File: src/rtl/lfsr_generator.sv
// -----------------------------------------------------------------------------
// lfsr_generator
//
// Transmit-side PRBS word source. Emits the 8-bit Galois LFSR sequence
// x^8+x^4+x^3+x^2+1 with zero-state insertion, so the period is 256 words and
// includes 0x00. Words leave through a valid/ready handshake. The block also
// supports continuous or burst/gap pacing, seed reload/flush, single-word error
// injection and a one-cycle marker when the sequence returns to its seed.
//
// State | meaning
// ------+-------------------------------------------------------------
// IDLE  | not running, o_valid=0, waits for i_enable
// RUN   | o_valid=1, one word offered per cycle until accepted
// GAP   | inter-burst idle, o_valid=0 for GAP_LEN cycles
//
// Ports
//   clk           clock, rising edge
//   i_rst         asynchronous active-high reset
//   i_enable      run request
//   i_load_seed   synchronous seed load and flush (highest priority)
//   i_seed        seed value, sampled with i_load_seed
//   i_inject_err  pulse: corrupt the next transferred word with ERR_MASK
//   i_ready       downstream accept
//   o_lfsr        data word
//   o_valid       o_lfsr valid
//   o_wrap        one-cycle pulse after the transfer that returns to the seed
//   o_word_cnt    transferred-word count, modulo 2^16
// -----------------------------------------------------------------------------
module lfsr_generator #(
  parameter logic [7:0] DEFAULT_SEED = 8'hFF,
  parameter int         BURST_LEN    = 0,
  parameter int         GAP_LEN      = 4,
  parameter logic [7:0] ERR_MASK     = 8'h01
) (
  input  logic        clk,
  input  logic        i_rst,
  input  logic        i_enable,
  input  logic        i_load_seed,
  input  logic [7:0]  i_seed,
  input  logic        i_inject_err,
  input  logic        i_ready,
  output logic [7:0]  o_lfsr,
  output logic        o_valid,
  output logic        o_wrap,
  output logic [15:0] o_word_cnt
);

  typedef enum logic [1:0] {
    S_IDLE = 2'd0,
    S_RUN  = 2'd1,
    S_GAP  = 2'd2
  } state_t;

  localparam logic [15:0] BURST_LAST = (BURST_LEN > 0) ? 16'(BURST_LEN - 1) : 16'd0;
  localparam logic [15:0] GAP_LAST   = (GAP_LEN > 0)   ? 16'(GAP_LEN - 1)   : 16'd0;

  state_t      state_q, state_d;
  logic [7:0]  lfsr_q, lfsr_next, start_seed_q;
  logic        err_pending_q;
  logic [15:0] burst_cnt_q, gap_cnt_q, word_cnt_q;
  logic        wrap_q;
  logic        xfer, burst_end;

  // One Galois step; the (q[6:0]==0) term splices 0x00 into the cycle
  // between 0x80 and 0x1D.
  function automatic logic [7:0] lfsr_step(input logic [7:0] q);
    logic       fb;
    logic [7:0] n;
    fb   = q[7] ^ (q[6:0] == 7'd0);
    n[0] = fb;
    n[1] = q[0];
    n[2] = q[1] ^ fb;
    n[3] = q[2] ^ fb;
    n[4] = q[3] ^ fb;
    n[5] = q[4];
    n[6] = q[5];
    n[7] = q[6];
    return n;
  endfunction

  assign lfsr_next = lfsr_step(lfsr_q);
  assign xfer      = o_valid & i_ready;
  assign burst_end = (BURST_LEN > 0) && (burst_cnt_q == BURST_LAST);

  // State register
  always_ff @(posedge clk or posedge i_rst) begin
    if (i_rst) state_q <= S_IDLE;
    else       state_q <= state_d;
  end

  // Next-state logic
  always_comb begin
    state_d = state_q;
    if (i_load_seed) begin
      state_d = S_IDLE;
    end else begin
      unique case (state_q)
        S_IDLE: if (i_enable) state_d = S_RUN;
        S_RUN: begin
          // valid is held until accepted, even if i_enable falls
          if (xfer) begin
            if (burst_end)      state_d = S_GAP;
            else if (!i_enable) state_d = S_IDLE;
          end
        end
        S_GAP: if (gap_cnt_q == 16'd0) state_d = i_enable ? S_RUN : S_IDLE;
        default: state_d = S_IDLE;
      endcase
    end
  end

  // Outputs, decoded from registered state only
  always_comb begin
    o_valid = 1'b0;
    unique case (state_q)
      S_RUN:   o_valid = 1'b1;
      default: o_valid = 1'b0;
    endcase
  end

  // Datapath and pacing counters
  always_ff @(posedge clk or posedge i_rst) begin
    if (i_rst) begin
      lfsr_q        <= DEFAULT_SEED;
      start_seed_q  <= DEFAULT_SEED;
      err_pending_q <= 1'b0;
      burst_cnt_q   <= 16'd0;
      gap_cnt_q     <= 16'd0;
      word_cnt_q    <= 16'd0;
      wrap_q        <= 1'b0;
    end else if (i_load_seed) begin
      lfsr_q        <= i_seed;
      start_seed_q  <= i_seed;
      err_pending_q <= 1'b0;
      burst_cnt_q   <= 16'd0;
      gap_cnt_q     <= 16'd0;
      word_cnt_q    <= 16'd0;
      wrap_q        <= 1'b0;
    end else begin
      wrap_q <= xfer && (lfsr_next == start_seed_q);

      if (xfer) begin
        lfsr_q     <= lfsr_next;
        word_cnt_q <= word_cnt_q + 16'd1;
        // the word going out now carries the old flag; a coincident pulse
        // arms the next word, a pulse while already armed is absorbed
        err_pending_q <= i_inject_err & ~err_pending_q;
      end else if (i_inject_err) begin
        err_pending_q <= 1'b1;
      end

      if (xfer) begin
        if (burst_end || BURST_LEN == 0) burst_cnt_q <= 16'd0;
        else                             burst_cnt_q <= burst_cnt_q + 16'd1;
      end

      if (xfer && burst_end)
        gap_cnt_q <= GAP_LAST;
      else if (state_q == S_GAP && gap_cnt_q != 16'd0)
        gap_cnt_q <= gap_cnt_q - 16'd1;
    end
  end

  assign o_lfsr     = lfsr_q ^ (err_pending_q ? ERR_MASK : 8'h00);
  assign o_wrap     = wrap_q;
  assign o_word_cnt = word_cnt_q;

endmodule

File: config.mk
export PLATFORM = sky130hd
export DESIGN_NAME = lfsr_generator
export DESIGN_NICKNAME = d
export VERILOG_FILES = /design/src/rtl/lfsr_generator.sv
export SDC_FILE = /design/constraint.sdc
export NUM_CORES = 1
export LEC_CHECK = 0
export CORE_MARGIN = 3
export CORE_UTILIZATION = 33
export DETAILED_ROUTE_END_ITERATION = 8
export GPL_ROUTABILITY_DRIVEN = 0
export HOLD_SLACK_MARGIN = 0.03
export PLACE_DENSITY_LB_ADDON = 0.12
export SYNTH_ARGS = -nofsm -noshare
export SYNTH_HDL_FRONTEND = slang
export SYNTH_SLANG_ARGS = --single-unit
File: constraint.sdc
create_clock -name clk -period 2.9 [get_ports clk]
set_clock_uncertainty 0.1 [all_clocks]
set_input_delay 0.58 -clock clk [delete_from_list [all_inputs] [get_ports clk]]
set_output_delay 0.58 -clock clk [all_outputs]
set_load 0.01 [all_outputs]
# Word level (Yosys, flattened, before mapping)
# Index checks and enable logic that the tools add are counted.
[totals]
reg_bits = 52
word_cells = 53
[classes]
n_addsub = 2
n_eq_ne = 7
n_mux = 19
bitwise_logic = 8
reduce_logical = 10
[ops]
columns = ["cell", "count"]
rows = [
  ["$mux 16", 4],
  ["$add 16x1->16 const B", 1],
  ["$logic_not 16->1", 1],
  ["$mux 8", 2],
  ["$reduce_bool 16->1", 1],
  ["$sub 16x1->16 const B", 1],
  ["$ne 3x3->1 const B", 4],
  ["$mux 2", 5],
  ["$eq 8x8->1", 1],
  ["$xor 8x1->8", 1],
  ["$logic_not 7->1", 1],
  ["$mux 1", 7],
  ["$pmux 2 s3", 1],
  ["$reduce_and 4->1", 1],
  ["$reduce_bool 2->1", 2],
  ["$xor 1x1->1", 4],
  ["$reduce_bool 3->1", 1],
  ["$and 1x1->1", 2],
  ["$eq 2x1->1 const B", 1],
  ["$eq 2x2->1 const B", 1],
  ["$logic_and 1x1->1", 2],
  ["$logic_not 2->1", 1],
  ["$not 1->1", 1],
]

# Logic depth before layout (Yosys ltp)
# Gate-level depths: netlist of run 1.
[logic_depth]
ltp_word = 6
ltp_mapped = 6
ltp_nobuf = 6

# Least setup slack after synthesis of run 1
# Ideal clock, no wire load.
[synth_timing]
kind = "input to register"
from = "in i_ready"
to = "reg word_cnt_q[9] (netlist: o_word_cnt[9])"
arrival_time_ns = 1.501
required_ns = 2.668
setup_slack_ns = 1.168
stages = 5
path_buffers = 0
path_cell_list = "nand2_1 nor3_1 and3_1 xnor2_1 nor2_1"
[synth_between]
elab_chain_len = 2
[synth_lines]
columns = ["item", "line_no", "text"]
rows = [
  ["start, declared", "41", "input logic i_ready,"],
  ["$and 1x1->1", "82", "assign xfer = o_valid & i_ready;"],
  ["$reduce_bool 2->1 (no source line)", "n/a", ""],
  ["end signal, assigned", "144", "word_cnt_q <= word_cnt_q + 16'd1;"],
  ["end, declared", "60", "logic [15:0] burst_cnt_q, gap_cnt_q, word_cnt_q;"],
]
# Every way passes these cells.
# A chain may end at the register's enable or synchronous reset.

# Worst setup path in the final report of run 1
[layout_timing]
from = "reg lfsr_q[0]"
to = "out o_lfsr[0]"
[layout_between]
elab_chain_len = 1
[layout_lines]
columns = ["item", "line_no", "text"]
rows = [
  ["start, declared", "58", "logic [7:0] lfsr_q, lfsr_next, start_seed_q;"],
  ["start signal, assigned", "132", "lfsr_q <= i_seed;"],
  ["start signal, assigned", "143", "lfsr_q <= lfsr_next;"],
  ["$xor 8x1->8", "164", "assign o_lfsr = lfsr_q ^ (err_pending_q ? ERR_MASK : 8'h00);"],
  ["end, declared", "42", "output logic [7:0] o_lfsr,"],
]
# Every way passes these cells.

==> impl_metrics.yaml, run 1 <==
synthesis:
  synth_simple_gate_area_frac: 0.186
  synth.avg_cell_area_sq_um: 9.60
  async_reset_ff_frac: 1.00
  synth_adder_area_share: 0.00675
  synth-compound-area-share: 0.126
  synth_area_leaders: "dfrtp_1 (26%), dfstp_2 (23%), xor2_1 (6.1%)"
  synth_top_family_by_area: "simple AND/OR/NAND/NOR gates"
  synth_fp_nets: 208
  synth_top_cell_area_share: 0.257
  ys_warn_count: 0
  synth_cell_types: 42
  synth_xor_area_frac: 0.109
  synth_top_area_cell: "dfrtp_1"
  synth_edf_count: 0
  ys.flop_type: "dfrtp_1"
  syn_area_sq_um: 1850
  seq_area_frac_synth: 0.483
  synthCells: 193
  synthMuxAreaShare: 0.0385
  ys_seq_elements: 35
setup_path:
  cp_slowest_cell: "dfstp_2"
  crit_type: "reg -> out"
  crit_path_end_kind: "primary output"
  cp_max_fo: 5
  required_ns: 2.22
  cpPeakStageDelay_ns: 0.62
  arrival_ns: 1.65
  crit_path_start_kind: "flip-flop"
  path_cells: "xor2_1, clkdlybuf4s50_1"
timing:
  setup_viol: 0
  worst_pin_slew_ns: 0.584
  drv_slew: 0
  max_freq_mhz: 429
  fin_crit_sh: 0.804
  slew_headroom: 0.608
  rsz0062_at_grt: "no"
  hold_viol: 0
  setup_tns_ns: 0
  fin_crit_ns: 2.33
cells_and_area:
  antennaDiodeCount: 0
  syn_to_final_growth_pct: 29.3
  fill_cells: 552
  drive_above_1_share: 0.143
  fin_area_sq_um: 2400
  nets: 245
pwr:
  p_sw_mw: 0.309
  netSwitchingFraction: 0.268
  internal_power_mw: 0.845
  p_seq_frac: 0.499
  power_density_nw_per_um2: 482
  power.share.clock: 0.339
  vdd_drop_max_mv: 0.222
  combPwrFrac: 0.163
  leakagePower_nw: 0.969
flow_run:
  drv_cap: 0
die:
  coreArea_sq_um: 5270
  start_util: 0.352
  die_y_microns: 80.9
  die-area_sq_um: 6550
  core.rowCount: 26
  die_x_microns: 80.9
  io_pins: 40
clock_tree:
  ctsHoldBuffers: 0
  clock-sinks: 35
  postCtsSetupBuffers: 0
  cts_max_path_buffers: 2
  clock_latency_ns: 0.28
  cts_tree: "built"
  cts_htree_levels: 2
  cts_root_buf: "clkbuf_8"
  ctsResizeCount: 0
  cts.reportedPaths.clkPinSlew_ns: 0.07
  numCtsBuffers: 5
min_path:
  hold_class: "reg -> reg"
global_routing:
  grt_start_max_net_pins: 43
  grt.total_usage: 0.140
  grt_pass1_vias: 1454
  grt_pass1_wl_microns: 7130
  overflow: 0
  antenna_found_initial: 0
placement:
  place_area_sq_um: 2290
  portBuffers: 39
  post-dp-hpwl_microns: 2830
detailed_routing:
  drtIter0Drc: 167
  num_vias: 1465
  vias_per_cell: 4.87
  drtPass1Iterations: 4
  drcViolationCount: 0
  ant_nets: 0
  wl_per_cell_microns: 13.8
  totalWireLength_microns: 4140
outcome:
  outcome: "finished, final reports clean"
[area by class of cell]
type | count | area (sq um) | area share
well taps | 70 | 87.6 | 0.0366
multi-input cells | 136 | 862 | 0.360
inverters | 11 | 41.3 | 0.0172
repair buffers | 41 | 405 | 0.169
clock buffers | 7 | 96.3 | 0.0402
clock inverters | 1 | 7.51 | 0.00313
flip-flops and latches | 35 | 896 | 0.374
[cells by family (layout without fill, tap and decap cells)]
family          count (synthesis)  after routing
buf+inv                        22             60
xor+xnor                       23             23
compound gates                 37             37
mux                             7              7
simple gates                   68             68
fa+ha+maj                       1              1
flops                          35             35
[critical path, delay by kind of cell, from the launching register on]
family | cells | cell delay [ns]
buf+inv | 1 | 0.56
xor+xnor | 1 | 0.19
flops | 1 | 0.62
[state kept, by name, indices dropped and copies added (netlist names)]
name	cells
state_q	1
lfsr_q	8
o_wrap	1
err_pending_q	1
start_seed_q	8
o_word_cnt	16
[worst paths after layout]
path | slack (ns) | end | cells after the start | from
max | 0.57 | o_lfsr[0] | 2 | lfsr_q[0]$_DFFE_PP1P_
max reg2reg | 1.02 | o_wrap$_DFF_PP0_ | 5 | lfsr_q[0]$_DFFE_PP1P_
min reg2reg | 0.38 | start_seed_q[6]$_DFFE_PP1P_ | 2 | start_seed_q[6]$_DFFE_PP1P_
min in group asynchronous | 0.59 | o_word_cnt[10]$_DFFE_PP0P_ | 3 | i_rst
max in group asynchronous | 1.76 | start_seed_q[5]$_DFFE_PP1P_ | 3 | i_rst
min | 0.38 | start_seed_q[6]$_DFFE_PP1P_ | 2 | start_seed_q[6]$_DFFE_PP1P_
[cells in the final DEF, fill, tap and decap left out, types with 7 or more instances in the layout]
| cell type | synthesis | layout |
|---|---|---|
| clkdlybuf4s50_1 | 0 | 39 |
| clkbuf_8 | 0 | 7 |
| o21ai_0 | 14 | 14 |
| dfstp_2 | 16 | 16 |
| nand2_1 | 17 | 17 |
| nor2_1 | 25 | 25 |
| dfrtp_1 | 19 | 19 |
| xor2_1 | 13 | 13 |
| xnor2_1 | 10 | 10 |
| a21oi_1 | 10 | 10 |
| inv_1 | 11 | 11 |
[synth_stat cells (3+ instances only)]
cell and n:
a21oi_1 10, o21ai_0 14, nor2_1 25, xor2_1 13, nand3_1 4, nand2_1 17, dfrtp_1 19, inv_1 11
nand4_1 4, mux2i_1 6, xnor2_1 10, clkbuf_1 6, nor3_1 4, buf_4 3, dfstp_2 16
[routing by layer]
metal	global-route usage	routed length [microns]	vias to the layer above
li1	-	-	726
met1	0.195	2020	710
met2	0.218	1910	24
met3	0.0366	154	5
met4	0.0355	48	0
met5	0	0	-
[power by group through the flow]
stage               Combinational [mW]  Clock, mW  Sequential, mW
floorplan                        0.130          0           0.570
global placement                 0.192          0           0.585
detailed placement               0.191          0           0.584
CTS                              0.192      0.404           0.576
global route                     0.212      0.429           0.582
finish                           0.188      0.391           0.576
[stage by stage]
| stage | std cells | hold slack [ns] | utilization | worst slack, ns | total power [mW] |
|---|---|---|---|---|---|
| floorplan | 193 | 0.355 | - | 1.17 | 0.700 |
| global placement | 293 | 0.369 | 0.435 | 0.393 | 0.777 |
| detailed placement | 293 | 0.370 | 0.435 | 0.367 | 0.775 |
| CTS | 301 | 0.381 | 0.455 | 0.529 | 1.17 |
| global route | 301 | 0.399 | 0.455 | 0.500 | 1.22 |
| finish | 301 | 0.376 | 0.455 | 0.568 | 1.15 |
(Power assumes the default switching activity.)
==> run 2: changes to the inputs <==
- clock period: 2.9 -> 2.03 ns (I/O delays scaled with it)
==> run 2 against run 1 <==
Global-route usage rose by 0.81 points; critical path depth fell by 1; wire length rose by 4.1%; core utilization rose by 1.3 points; worst setup slack got worse by 0.51 ns; register-to-register slack got worse by 0.88 ns; cell area rose by 2.9%; clock power rose by 56%; power rose by 49%; hold slack improved by 0.0044 ns; flip-flop and latch count did not move; die area did not move.
==> impl_metrics.yaml, run 2 (same netlist as run 1, synthesis figures left out) <==
setup_path:
  cpPeakStageDelay_ns: 0.62
  crit_type: "reg -> out"
  cp_max_fo: 7
  cp_slowest_cell: "dfstp_2"
  arrival_ns: 1.46
  cp_top_family: "flip-flops"
  timing.critical_path.buf_inv: 1
  crit_path_start_kind: "flip-flop"
  path_cells: "clkdlybuf4s50_1"
  worst_r2r_path_depth: 5
  r2r_slack_ns: 0.14
  crit_path_end_kind: "primary output"
  worstSetupPathDepth: 1
  required_ns: 1.52
detailed_routing:
  drtPass1Iterations: 4
  totalWireLength_microns: 4310
  ant_nets: 0
  drtIter0Drc: 46
  wl_per_cell_microns: 13.9
  num_vias: 1501
  drcViolationCount: 0
  vias_per_cell: 4.84
timing:
  slew_headroom: 0.650
  setup_viol: 0
  rsz0062_at_grt: "no"
  fin_crit_sh: 0.970
  drv_slew: 0
  setup_tns_ns: 0
  max_freq_mhz: 508
  worst_hold_slack_ns: 0.380
  worst_pin_slew_ns: 0.521
  fin_crit_ns: 1.97
  hold_viol: 0
die:
  coreArea_sq_um: 5270
  die_y_microns: 80.9
  start_util: 0.352
  die-area_sq_um: 6550
  core.rowCount: 26
  io_pins: 40
  die_x_microns: 80.9
placement:
  portBuffers: 39
  post-dp-hpwl_microns: 3030
  dp.cells: 299
global_routing:
  overflow: 0
  grt.total_usage: 0.148
  grt_pass1_vias: 1517
  grt_pass1_wl_microns: 7450
  antenna_found_initial: 0
  grt_start_max_net_pins: 36
cells_and_area:
  final_common_cell: "clkdlybuf4s50_1"
  drive_above_1_share: 0.167
  final_cells: 310
  antennaDiodeCount: 0
  final-seq-area_sq_um: 896
  fin_util: 0.468
  final_cell_mix: "clkdlybuf4s50_1 (38), nor2_1 (25), dfrtp_1 (19)"
  largest_reg_flops: 16
  syn_to_final_growth_pct: 33.0
  nets: 254
  multi_input_area_sq_um: 862
  fill_cells: 530
min_path:
  hold_depth: 2
  hold_class: "reg -> reg"
clock_tree:
  cts.reportedPaths.clkPinSlew_ns: 0.07
  cts_tree: "built"
  cts_root_buf: "clkbuf_8"
  clock_latency_ns: 0.28
  numCtsBuffers: 5
  cts_htree_levels: 2
  ctsHoldBuffers: 0
  cts_max_path_buffers: 2
  clock-sinks: 35
pwr:
  p_seq_frac: 0.470
  combPwrFrac: 0.175
  power.share.clock: 0.355
  vdd_drop_max_mv: 0.390
  p_sw_mw: 0.439
  netSwitchingFraction: 0.256
  internal_power_mw: 1.28
  leakagePower_nw: 1.02
  power_density_nw_per_um2: 696
  power_mw: 1.72
flow_run:
  drv_cap: 0
outcome:
  outcome: "finished, final reports clean"
[run 2: cell types whose count changed in the layout (fill, tap and decap cells not counted), sizes merged]
cell | previous run | this run
buf | 2 | 11
bufinv | 0 | 1
clkdlybuf4s50 | 39 | 38
clkinvlp | 1 | 0
dlygate4sd2 | 0 | 1
[run 2: worst paths after layout]
kind	from	endpoint
max in group asynchronous	i_rst	lfsr_q[6]$_DFFE_PP1P_
worst max register to register	lfsr_q[6]$_DFFE_PP1P_	o_wrap$_DFF_PP0_
worst max-delay path	lfsr_q[4]$_DFFE_PP1P_	o_lfsr[4]
min in group asynchronous	i_rst	o_word_cnt[7]$_DFFE_PP0P_
worst min register to register	start_seed_q[6]$_DFFE_PP1P_	start_seed_q[6]$_DFFE_PP1P_
worst min-delay path	start_seed_q[6]$_DFFE_PP1P_	start_seed_q[6]$_DFFE_PP1P_
[run 2: cell type report]
type / instances / area share
sequential: 35 / 0.363
tap: 70 / 0.0355
clock buffer: 7 / 0.0310
inverter: 11 / 0.0168
multi-input combinational: 136 / 0.350
timing repair buffer: 50 / 0.191
clock inverter: 1 / 0.0122
[run 2: tightest hold or removal path: cells and delay by family (launching register included)]
family,cells,cell delay [ns]
flops,1,0.37
compound gates,1,0.06
buf+inv,1,0.04
[run 2: stage by stage]
stage	instance area [sq um]	setup slack [ns]
floorplan	1850	0.344
finish	2460	0.0617
global placement	2340	0.0178
detailed placement	2340	-0.00644
CTS	2460	0.00742
global route	2460	0.0120
[run 2: power groups by stage]
stage	sequential, mW	combinational, mW	clock (mW)
2_1_floorplan	0.814	0.185	0
3_3_place_gp	0.837	0.281	0
3_5_place_dp	0.836	0.279	0
4_1_cts	0.813	0.296	0.627
5_1_grt	0.814	0.333	0.669
6_report	0.807	0.300	0.609
[run 2: per-layer routing]
layer	vias to the layer above	routed length [microns]	global-route usage
met2	30	2000	0.232
met4	0	58	0.0574
li1	745	-	-
met1	720	2090	0.201
met3	6	162	0.0322
met5	-	0	0
[run 2: repair_timing]
item / 4_1_cts / 5_1_grt
buffers inserted: 2 / 1
resized for setup: 1 / 0
setup endpoints to repair: 2 / 2
pin swaps: 0 / 1
==> run 3: changes to the inputs <==
- CELL_PAD_IN_SITES_DETAIL_PLACEMENT: unset -> 1
- CELL_PAD_IN_SITES_GLOBAL_PLACEMENT: unset -> 1
- CTS_CLUSTER_SIZE: unset -> 28
==> run 3 against run 2 <==
Fmax increased by 0.16%; core utilization decreased by 0.64 points; flip-flop and latch count unchanged; die area unchanged; wire length increased by 10%.
==> impl_metrics.yaml, run 3 (same netlist as run 1, synthesis figures left out) <==
cells_and_area:
  syn_to_final_growth_pct: 31.2
  largest_reg_flops: 16
  antennaDiodeCount: 0
  fill_cells: 624
  final_common_cell: "clkdlybuf4s50_1"
  final_cells: 309
  final_cell_mix: "clkdlybuf4s50_1 (37), nor2_1 (25), dfrtp_1 (19)"
  nets: 253
  drive_above_1_share: 0.163
pwr:
  p_seq_frac: 0.512
  leakagePower_nw: 1.00
  p_sw_mw: 0.447
  power_density_nw_per_um2: 656
  netSwitchingFraction: 0.280
  combPwrFrac: 0.186
  vdd_drop_max_mv: 0.256
  power.share.clock: 0.302
  internal_power_mw: 1.15
  power_mw: 1.60
placement:
  post-place-ws_ns: -0.0174
  dp.cells: 297
  portBuffers: 39
  post-dp-hpwl_microns: 3320
die:
  io_pins: 40
  core.rowCount: 26
  start_util: 0.352
  die_x_microns: 80.9
  coreArea_sq_um: 5270
  die-area_sq_um: 6550
  die_y_microns: 80.9
clock_tree:
  clock_latency_ns: 0.29
  cts.reportedPaths.clkPinSlew_ns: 0.07
  cts_root_buf: "clkbuf_8"
  numCtsBuffers: 5
  ctsHoldBuffers: 0
  cts_tree: "built"
  cts_max_path_buffers: 2
  clock-sinks: 35
  cts_htree_levels: 2
timing:
  setup_ws_ns: 0.0648
  slew_headroom: 0.703
  fin_crit_ns: 1.97
  drv_slew: 0
  worst_hold_slack_ns: 0.381
  setup_viol: 0
  max_freq_mhz: 509
  fin_crit_sh: 0.968
  hold_viol: 0
  worst_pin_slew_ns: 0.445
detailed_routing:
  num_vias: 1511
  wl_per_cell_microns: 15.4
  drtIter0Drc: 50
  drcViolationCount: 0
  drtPass1Iterations: 4
  vias_per_cell: 4.89
  ant_nets: 0
  totalWireLength_microns: 4750
setup_path:
  cpPeakStageDelay_ns: 0.61
  path_cells: "clkdlybuf4s50_1"
  crit_path_start_kind: "flip-flop"
  cp_top_family: "flip-flops"
  arrival_ns: 1.46
  timing.critical_path.buf_inv: 1
  cp_max_fo: 5
  crit_type: "reg -> out"
  cp_slowest_cell: "dfstp_2"
  required_ns: 1.52
  crit_path_end_kind: "primary output"
flow_run:
  drv_cap: 0
global_routing:
  grt_start_max_net_pins: 43
  grt_pass1_vias: 1635
  grt_pass1_wl_microns: 8130
  antenna_found_initial: 0
  overflow: 0
  grt.total_usage: 0.161
outcome:
  outcome: "finished, final reports clean"
min_path:
  hold_class: "reg -> reg"
[run 3: cell count changes in the layout (fill, tap and decap cells not counted)]
| cell | change |
|---|---|
| bufinv_16 | -1 |
| buf_4 | -1 |
| dlygate4sd2_1 | +1 |
| clkinv_2 | +1 |
| clkdlybuf4s50_1 | -1 |
[run 3: timing repair]
item                                    4_1_cts  5_1_grt
pin swaps                                     0        1
setup buffers                                 2        2
resized for setup                             2        0
endpoints found under the setup margin        3        1
[run 3: final cells by class]
cell class | instances | area, sq um | share of cell area
sequential | 35 | 896 | 0.369
multi-input combinational | 136 | 862 | 0.355
timing repair buffer | 49 | 463 | 0.190
tap | 70 | 87.6 | 0.0360
clock buffer | 7 | 76.3 | 0.0314
inverter | 11 | 41.3 | 0.0170
clock inverter | 1 | 5.00 | 0.00206
[run 3: path summary, 6_finish.rpt]
check	to	slack, ns	cells past startpoint	start
max reg2reg	o_wrap$_DFF_PP0_	0.11	6	lfsr_q[5]$_DFFE_PP1P_
max in group asynchronous	start_seed_q[0]$_DFFE_PP1P_	1.05	3	i_rst
max	o_lfsr[6]	0.06	1	lfsr_q[6]$_DFFE_PP1P_
min reg2reg	start_seed_q[7]$_DFFE_PP1P_	0.38	2	start_seed_q[7]$_DFFE_PP1P_
min in group asynchronous	o_word_cnt[12]$_DFFE_PP0P_	0.43	3	i_rst
min	start_seed_q[7]$_DFFE_PP1P_	0.38	2	start_seed_q[7]$_DFFE_PP1P_
[run 3: power by group through the flow]
stage	Combinational, mW	Clock (mW)	Sequential [mW]
finish	0.297	0.482	0.816
global route	0.330	0.545	0.826
CTS	0.296	0.504	0.817
detailed placement	0.282	0	0.836
global placement	0.277	0	0.833
floorplan	0.185	0	0.814
[run 3: stage by stage]
stage          TNS (ns)  area, sq um   util
6_report              0         2430  0.461
5_1_grt        -0.00464         2430  0.461
4_1_cts               0         2420  0.458
3_5_place_dp    -0.0266         2320  0.441
3_3_place_gp          0         2320  0.441
2_1_floorplan         0         1850      -
[run 3: worst register-to-register path, cell delays in order (launching register included)]
cell and delay (ns):
dfstp_2 0.41, nor4_4 0.44, buf_4 0.20, nand2_2 0.05, xnor2_1 0.26, mux2i_1 0.14
nor4_2 0.24
[run 3: layer usage]
metal | vias up | part of all wire | global-route usage
met4 | 0 | 0.015 | 0.0608
li1 | 746 | - | -
met3 | 9 | 0.039 | 0.0410
met5 | - | 0 | 0
met1 | 722 | 0.46 | 0.203
met2 | 34 | 0.48 | 0.264
